[config.mk]
export PLATFORM = sky130hd
export DESIGN_NAME = core_run_ctrl
export DESIGN_NICKNAME = d
export VERILOG_FILES = /design/src/rtl/core_run_ctrl_pkg.sv /design/src/rtl/core_run_bp.sv /design/src/rtl/core_run_ctrl.sv
export SDC_FILE = /design/constraint.sdc
export NUM_CORES = 1
export LEC_CHECK = 0
export BUFFER_PORTS_ARGS = -buffer_cell sky130_fd_sc_hd__buf_2
export CORE_MARGIN = 3
export CORE_UTILIZATION = 50
export DETAILED_ROUTE_END_ITERATION = 16
export PLACE_DENSITY = 0.92
export SKIP_LAST_GASP = 1
export SYNTH_ARGS = -nofsm -noshare
export SYNTH_HDL_FRONTEND = slang
export SYNTH_SLANG_ARGS = --single-unit
export TNS_END_PERCENT = 100
[constraint.sdc]
create_clock -name i_clk -period 3.29 [get_ports i_clk]
set_input_delay 0.1645 -clock i_clk [delete_from_list [all_inputs] [get_ports i_clk]]
set_output_delay 0.1645 -clock i_clk [all_outputs]
set_load 0.05 [all_outputs]
[src/rtl/core_run_ctrl_pkg.sv]
// core_run_ctrl_pkg
//   Shared types and widths for the run/halt/single-step sequencer of the
//   single-cycle RV32I core.
//   - run_state_e : sequencer states, encoding visible on o_state
//   - PC_W_DEF    : default width of the PC path and breakpoint address
//   - CNT_W_DEF   : default width of the cycle / retired counters
//   - BOOT_CNT_W  : width of the post-reset hold counter (BOOT_HOLD <= 255)
//   The optional breakpoint unit is built when CORE_RUN_CTRL_BP_EN is defined.
package core_run_ctrl_pkg;

  localparam int unsigned PC_W_DEF   = 32;
  localparam int unsigned CNT_W_DEF  = 32;
  localparam int unsigned BOOT_CNT_W = 8;

  typedef enum logic [1:0] {
    BOOT = 2'd0,
    RUN  = 2'd1,
    HALT = 2'd2,
    STEP = 2'd3
  } run_state_e;

endpackage

[src/rtl/core_run_bp.sv]
// core_run_bp
//   Breakpoint unit: holds the breakpoint address, compares it against the
//   current PC and owns the skip flag that lets execution resume from a
//   breakpoint address without re-triggering on the same instruction.
//   Only instantiated when CORE_RUN_CTRL_BP_EN is defined.
//   Ports:
//     i_clk, i_rst    clock, asynchronous active-high reset
//     i_bp_wr         load i_bp_addr into the breakpoint register
//     i_bp_addr       new breakpoint address
//     i_bp_en         compare enable (level)
//     i_pc            current PC
//     i_skip_set      sequencer is resuming (RUN or STEP) out of HALT
//     i_pc_en         PC advances this cycle
//     o_bp_match      breakpoint hit this cycle
module core_run_bp
  import core_run_ctrl_pkg::*;
#(
  parameter int PC_W = PC_W_DEF
) (
  input  logic            i_clk,
  input  logic            i_rst,
  input  logic            i_bp_wr,
  input  logic [PC_W-1:0] i_bp_addr,
  input  logic            i_bp_en,
  input  logic [PC_W-1:0] i_pc,
  input  logic            i_skip_set,
  input  logic            i_pc_en,
  output logic            o_bp_match
);

  logic [PC_W-1:0] bp_q, bp_d;
  logic            skip_q, skip_d;

  always_comb begin
    bp_d   = bp_q;
    skip_d = skip_q;
    if (i_bp_wr) bp_d = i_bp_addr;
    // Set only happens out of HALT where the PC is frozen, so set and clear
    // never compete; the skip survives exactly until one instruction retires.
    if (i_skip_set)   skip_d = 1'b1;
    else if (i_pc_en) skip_d = 1'b0;
  end

  always_ff @(posedge i_clk or posedge i_rst) begin
    if (i_rst) begin
      bp_q   <= '0;
      skip_q <= 1'b0;
    end else begin
      bp_q   <= bp_d;
      skip_q <= skip_d;
    end
  end

  // Compare uses the registered address, so a same-cycle write is not seen.
  assign o_bp_match = i_bp_en & (i_pc == bp_q) & ~skip_q;

endmodule

[src/rtl/core_run_ctrl.sv]
// core_run_ctrl
//   Run/halt/single-step sequencer for the single-cycle RV32I core. Produces
//   the PC-advance enable and the matching write-enable mask so the datapath
//   can be frozen, stepped or stopped at a breakpoint, plus cycle and
//   retired-instruction counters.
//   Optional breakpoint support: define CORE_RUN_CTRL_BP_EN. Without it the
//   breakpoint inputs are ignored and o_bp_hit is constant 0.
//   Ports:
//     i_clk, i_rst     clock, asynchronous active-high reset
//     i_run_req        pulse: enter RUN (from HALT)
//     i_halt_req       pulse: enter HALT (from RUN)
//     i_step_req       pulse: execute one instruction (from HALT)
//     i_bp_wr/addr/en  breakpoint load, address, compare enable
//     i_pc             current PC
//     i_insn_vld       current instruction valid
//     o_pc_en          PC may advance this cycle
//     o_wr_en          write-enable mask, equal to o_pc_en
//     o_state          current state encoding (BOOT/RUN/HALT/STEP)
//     o_halted         state is HALT
//     o_bp_hit         sticky: last halt was caused by a breakpoint
//     o_cycles         cycles spent outside BOOT
//     o_retired        retired valid instructions
module core_run_ctrl
  import core_run_ctrl_pkg::*;
#(
  parameter int PC_W      = PC_W_DEF,
  parameter int CNT_W     = CNT_W_DEF,
  parameter int BOOT_HOLD = 4
) (
  input  logic             i_clk,
  input  logic             i_rst,
  input  logic             i_run_req,
  input  logic             i_halt_req,
  input  logic             i_step_req,
  input  logic             i_bp_wr,
  input  logic [PC_W-1:0]  i_bp_addr,
  input  logic             i_bp_en,
  input  logic [PC_W-1:0]  i_pc,
  input  logic             i_insn_vld,
  output logic             o_pc_en,
  output logic             o_wr_en,
  output logic [1:0]       o_state,
  output logic             o_halted,
  output logic             o_bp_hit,
  output logic [CNT_W-1:0] o_cycles,
  output logic [CNT_W-1:0] o_retired
);

  localparam logic [BOOT_CNT_W-1:0] BOOT_LAST = BOOT_CNT_W'(BOOT_HOLD - 1);

  run_state_e             state_q, state_d;
  logic [BOOT_CNT_W-1:0]  boot_cnt_q, boot_cnt_d;
  logic                   bp_hit_q, bp_hit_d;
  logic [CNT_W-1:0]       cycles_q, cycles_d;
  logic [CNT_W-1:0]       retired_q, retired_d;
  logic                   skip_set;
  logic                   bp_match;
  logic                   pc_en;

`ifdef CORE_RUN_CTRL_BP_EN
  core_run_bp #(
    .PC_W (PC_W)
  ) u_bp (
    .i_clk      (i_clk),
    .i_rst      (i_rst),
    .i_bp_wr    (i_bp_wr),
    .i_bp_addr  (i_bp_addr),
    .i_bp_en    (i_bp_en),
    .i_pc       (i_pc),
    .i_skip_set (skip_set),
    .i_pc_en    (pc_en),
    .o_bp_match (bp_match)
  );
`else
  assign bp_match = 1'b0;

  logic unused_bp_inputs;
  assign unused_bp_inputs = ^{i_bp_wr, i_bp_addr, i_bp_en, i_pc, skip_set};
`endif

  // A breakpoint match blocks the instruction at the breakpoint address in
  // the same cycle; STEP always executes its one instruction.
  assign pc_en = ((state_q == RUN) & ~bp_match) | (state_q == STEP);

  always_comb begin
    state_d    = state_q;
    boot_cnt_d = boot_cnt_q;
    bp_hit_d   = bp_hit_q;
    skip_set   = 1'b0;
    unique case (state_q)
      BOOT: begin
        boot_cnt_d = boot_cnt_q + 1'b1;
        if (boot_cnt_q == BOOT_LAST) state_d = RUN;
      end
      RUN: begin
        if (bp_match) begin
          state_d  = HALT;
          bp_hit_d = 1'b1;
        end else if (i_halt_req) begin
          state_d = HALT;
        end
      end
      HALT: begin
        // halt > step > run; a halt request simply keeps us here
        if (!i_halt_req) begin
          if (i_step_req) begin
            state_d  = STEP;
            skip_set = 1'b1;
          end else if (i_run_req) begin
            state_d  = RUN;
            skip_set = 1'b1;
            bp_hit_d = 1'b0;
          end
        end
      end
      STEP: state_d = HALT;
      default: state_d = BOOT;
    endcase
  end

  // The cycle counter counts the cycle being entered, so the first RUN
  // cycle already reads 1.
  assign cycles_d  = cycles_q  + {{(CNT_W-1){1'b0}}, (state_d != BOOT)};
  assign retired_d = retired_q + {{(CNT_W-1){1'b0}}, (pc_en & i_insn_vld)};

  always_ff @(posedge i_clk or posedge i_rst) begin
    if (i_rst) begin
      state_q    <= BOOT;
      boot_cnt_q <= '0;
      bp_hit_q   <= 1'b0;
      cycles_q   <= '0;
      retired_q  <= '0;
    end else begin
      state_q    <= state_d;
      boot_cnt_q <= boot_cnt_d;
      bp_hit_q   <= bp_hit_d;
      cycles_q   <= cycles_d;
      retired_q  <= retired_d;
    end
  end

  assign o_pc_en   = pc_en;
  assign o_wr_en   = pc_en;
  assign o_state   = state_q;
  assign o_halted  = (state_q == HALT);
  assign o_bp_hit  = bp_hit_q;
  assign o_cycles  = cycles_q;
  assign o_retired = retired_q;

endmodule
==> results.txt <==
----------------------------------------------------
[Routing]
  Number of vias per cell after detailed routing ... 5.29
  DR vias ... ~2,400
  Total length of routed wires ... 6510 um
  Wirelength per Cell ... 14.4 um
  Iter 0 DRT Violations ... 76
  Iteration count of the initial detailed-routing pass ... 4
  Detail Route Antenna Nets ... 0
  Detailed-route DRC error count ... 0

[Worst setup path]
  Kind of start point of the critical path ... flop
  Beginning of the critical path ... boot_cnt_q[4]
  Type of the worst setup path ... reg -> reg
  Crit-path max cell delay ... 430 ps
  Maximum fanout along the worst path ... 8
  Arrival time of data at the critical path endpoint ... around 2800 ps
  Master of the slowest instance on the critical path ... dfrtp_1
  Critical path cell sequence ... nor4_1 -> nand3_1 -> nand2_1 -> ha_1 -> ha_1 -> nand3_1 -> nor4_4 -> nand4_1 -> xnor2_1
  Type of destination of the critical path ... flop
  Data required time of the worst path ... 3510 ps
  FF-to-FF Start ... boot_cnt_q[4]
  Worst path buffer plus inverter count ... 0
  Crit path max-delay family ... simple AND/OR/NAND/NOR gates

[Synth]
  Mean Syn Cell Area ... ~12 sq um
  Synth Instances ... 287
  Total number of yosys warnings ... 0
  Synthesized Nets ... 364
  Number of distinct standard cells referenced by the synthesized netlist ... 30
  Post-Syn Area ... 3310 sq um
  Sequential cell area fraction in the yosys report ... 0.560
  Synthesis-stage register bit count ... 74

[Clocking]
  TritonCTS clock tree ... done
  Clk_lat worst skew ... 340 ps
  Sinks on the clock net ... 74
  Depth of the CTS H-tree ... 3
  Count of cells resized by post-cts repair ... 0
  Root Buffer ... clkbuf_8
  TritonCTS Buffers ... 9
  Deepest clock path buffer count ... 2
  Clock slew at reported path FFs ... 80 ps
  Setup Fix Bufs, Post-CTS ... 0
  Hold Buf Count CTS ... 1

[STA]
  Final TNS setup ... 0 ps
  Clock skew after layout ... 12.6 ps
  Total of endpoints with negative setup slack in the final report ... 0
  Final cycle utilization of the critical path ... 0.769
  Peak Freq ... 0.395 GHz
  Final Hold Violating Endpoints ... 0
  Unrepaired setup endpoints after global routing ... no
  Final worst-path setup slack ... around 760 ps
  Number of pins exceeding their max-slew limit in the final report ... 0
  Max_slew headroom ... 0.394
  Final period demand of the worst path ... 2530 ps
  Worst-Margin Slew ... 904 ps

[Worst hold path]
  Class of the tightest hold or removal check ... in -> reg
  HP Start ... i_halt_req

[Floorplanning]
  Initial standard-cell utilization of the core ... 0.518
  Chip width ... a little under 90 um
  Height of the chip ... approximately 87 um
  Number of top-level pins ... 142
  Area of the die ... 7630 sq um
  Number of cell rows ... 29
  Core area ... 6390 sq um

[Power]
  Flop pwr share ... 0.445
  Power per standard cell area ... slightly below 700 nW/um^2
  Reported leakage power ... 2.00 nW
  Switching part of the total power ... 0.395
  Proportion of power drawn by the clock network ... 0.264
  Net switching power ... 0.00106 W
  Internal cell power ... 0.00162 W
  Logic pwr share ... 0.291
  Worst supply voltage drop on vdd ... 0.398 mV

[Final layout]
  Synthesis-to-finish area growth ... 20.3%
  Fraction of layout cells with a size suffix above 1 ... 0.275
  Layout net count ... roughly 450
  Total inserted antenna cells ... 0

[Place]
  I/O Buffers ... 74
  GP Congestion ... 0.819
  HPWL after detailed placement ... 4650 um
  Worst Setup Slack post-DPL ... 718 ps

[Global routing]
  Pin count of the biggest net entering global routing ... 39
  Global-route wire length before repair ... 10,900 um
  Number of antenna violations at the first check in global routing ... 0
  Number of global-route vias before repair ... 2,307
  GRT Util Overall ... 0.180
  GRT Residual Overflow ... 0

[Status]
  Run status ... finished clean

[Flow run]
  Number of max-capacitance violations reported ... 0

----------------------------------------------------
sequential cells by signal (all words and copies together), names as in the netlist:
| name | flops |
|---|---|
| o_cycles | 32 |
| o_retired | 32 |
| o_state | 2 |
| boot_cnt_q | 8 |
through the flow:
stage / area, sq um / power (W) / hold WS, ps / cells / util
3_5_place_dp: 3760 / 0.00199 / 109 / 435 / 0.589
4_1_cts: 3980 / 0.00270 / 90.3 / 452 / 0.623
3_3_place_gp: 3760 / 0.00196 / 105 / 435 / 0.589
6_report: 3980 / 0.00268 / 116 / 452 / 0.623
2_1_floorplan: 3310 / 0.00180 / 314 / 287 / -
5_1_grt: 3980 / 0.00281 / 144 / 452 / 0.623
layer usage:
layer	vias to the layer above	global-route usage	share of wire
met4	0	0.0544	0.014
met2	53	0.286	0.48
met3	10	0.0568	0.055
met1	1171	0.235	0.45
met5	-	0	0
li1	1155	-	-
cell usage after synthesis, drive strengths merged:
master,instances,area share
nor3,6,0.011
xor2,16,0.042
buf,5,0.0098
dfrtp,74,0.56
nand4,21,0.044
nor2b,1,0.0019
conb,1,0.0011
and2,4,0.0076
mux2,1,0.0034
ha,5,0.019
xnor2,51,0.14
and3,8,0.015
nand4b,2,0.0053
nand2,25,0.028
nor2,16,0.018
o21bai,1,0.0023
nor4bb,1,0.0030
inv,4,0.0045
nand3,26,0.039
and4,8,0.022
clkbuf,2,0.0023
a21oi,2,0.0030
nor4,5,0.019
o21a,1,0.0023
or2,1,0.0019
worst register-to-register path, stage by stage (launching register included):
cell and delay (ps):
dfrtp_1 430, nor4_1 360, nand3_1 140, nand2_1 110, ha_1 210, ha_1 250, nand3_1 150, nor4_4 430
nand4_1 190, xnor2_1 160
cells by family after synthesis:
family	after synthesis	share of synthesized area
buf+inv	11	0.0166
compound gates	4	0.00757
flops	74	0.560
xor+xnor	67	0.177
fa+ha+maj	5	0.0189
other cells	1	0.00113
mux	1	0.00340
simple gates	124	0.215
final timing paths:
check / end / slack [ps] / cells after the start
setup / recovery: o_cycles[28] / 760 / 9
hold / removal: o_state[1] / 120 / 3
setup reg to reg: o_cycles[28] / 760 / 9
hold reg to reg: o_retired[31] / 470 / 1
max in group asynchronous: o_cycles[1] / 2240 / 4
min in group asynchronous: boot_cnt_q[7] / 290 / 3
layout by cell type, fill, tap and decap left out, types with 2 or more instances in the layout:
cell	instances
a21oi_1	2
and2_1	4
and3_1	8
and4_1	7
buf_2	74
buf_4	4
clkbuf_8	10
clkinvlp_4	3
dfrtp_1	74
ha_1	5
inv_1	3
nand2_1	25
nand3_1	26
nand4_1	19
nand4_2	2
nand4b_1	2
nor2_1	16
nor3_1	5
nor4_1	3
nor4_4	2
xnor2_1	51
xor2_1	16
power groups by stage:
stage	clock (W)	combinational (W)	sequential [W]
after floorplan	0	0.000320	0.00148
after global placement	0	0.000766	0.00119
after detailed placement	0	0.000782	0.00121
after CTS	0.000723	0.000788	0.00119
after global routing	0.000757	0.000837	0.00121
final	0.000707	0.000777	0.00119
area by class of cell:
cell class | instances | area, sq um
sequential | 74 | 1850
tap | 77 | 96.3
clock buffer | 10 | 138
clock inverter | 6 | 66.3
multi-input combinational | 202 | 1400
fill | 501 | 2410
inverter | 4 | 15.0
timing repair buffer | 79 | 410
No activity file was read; power rests on OpenSTA's default activity.
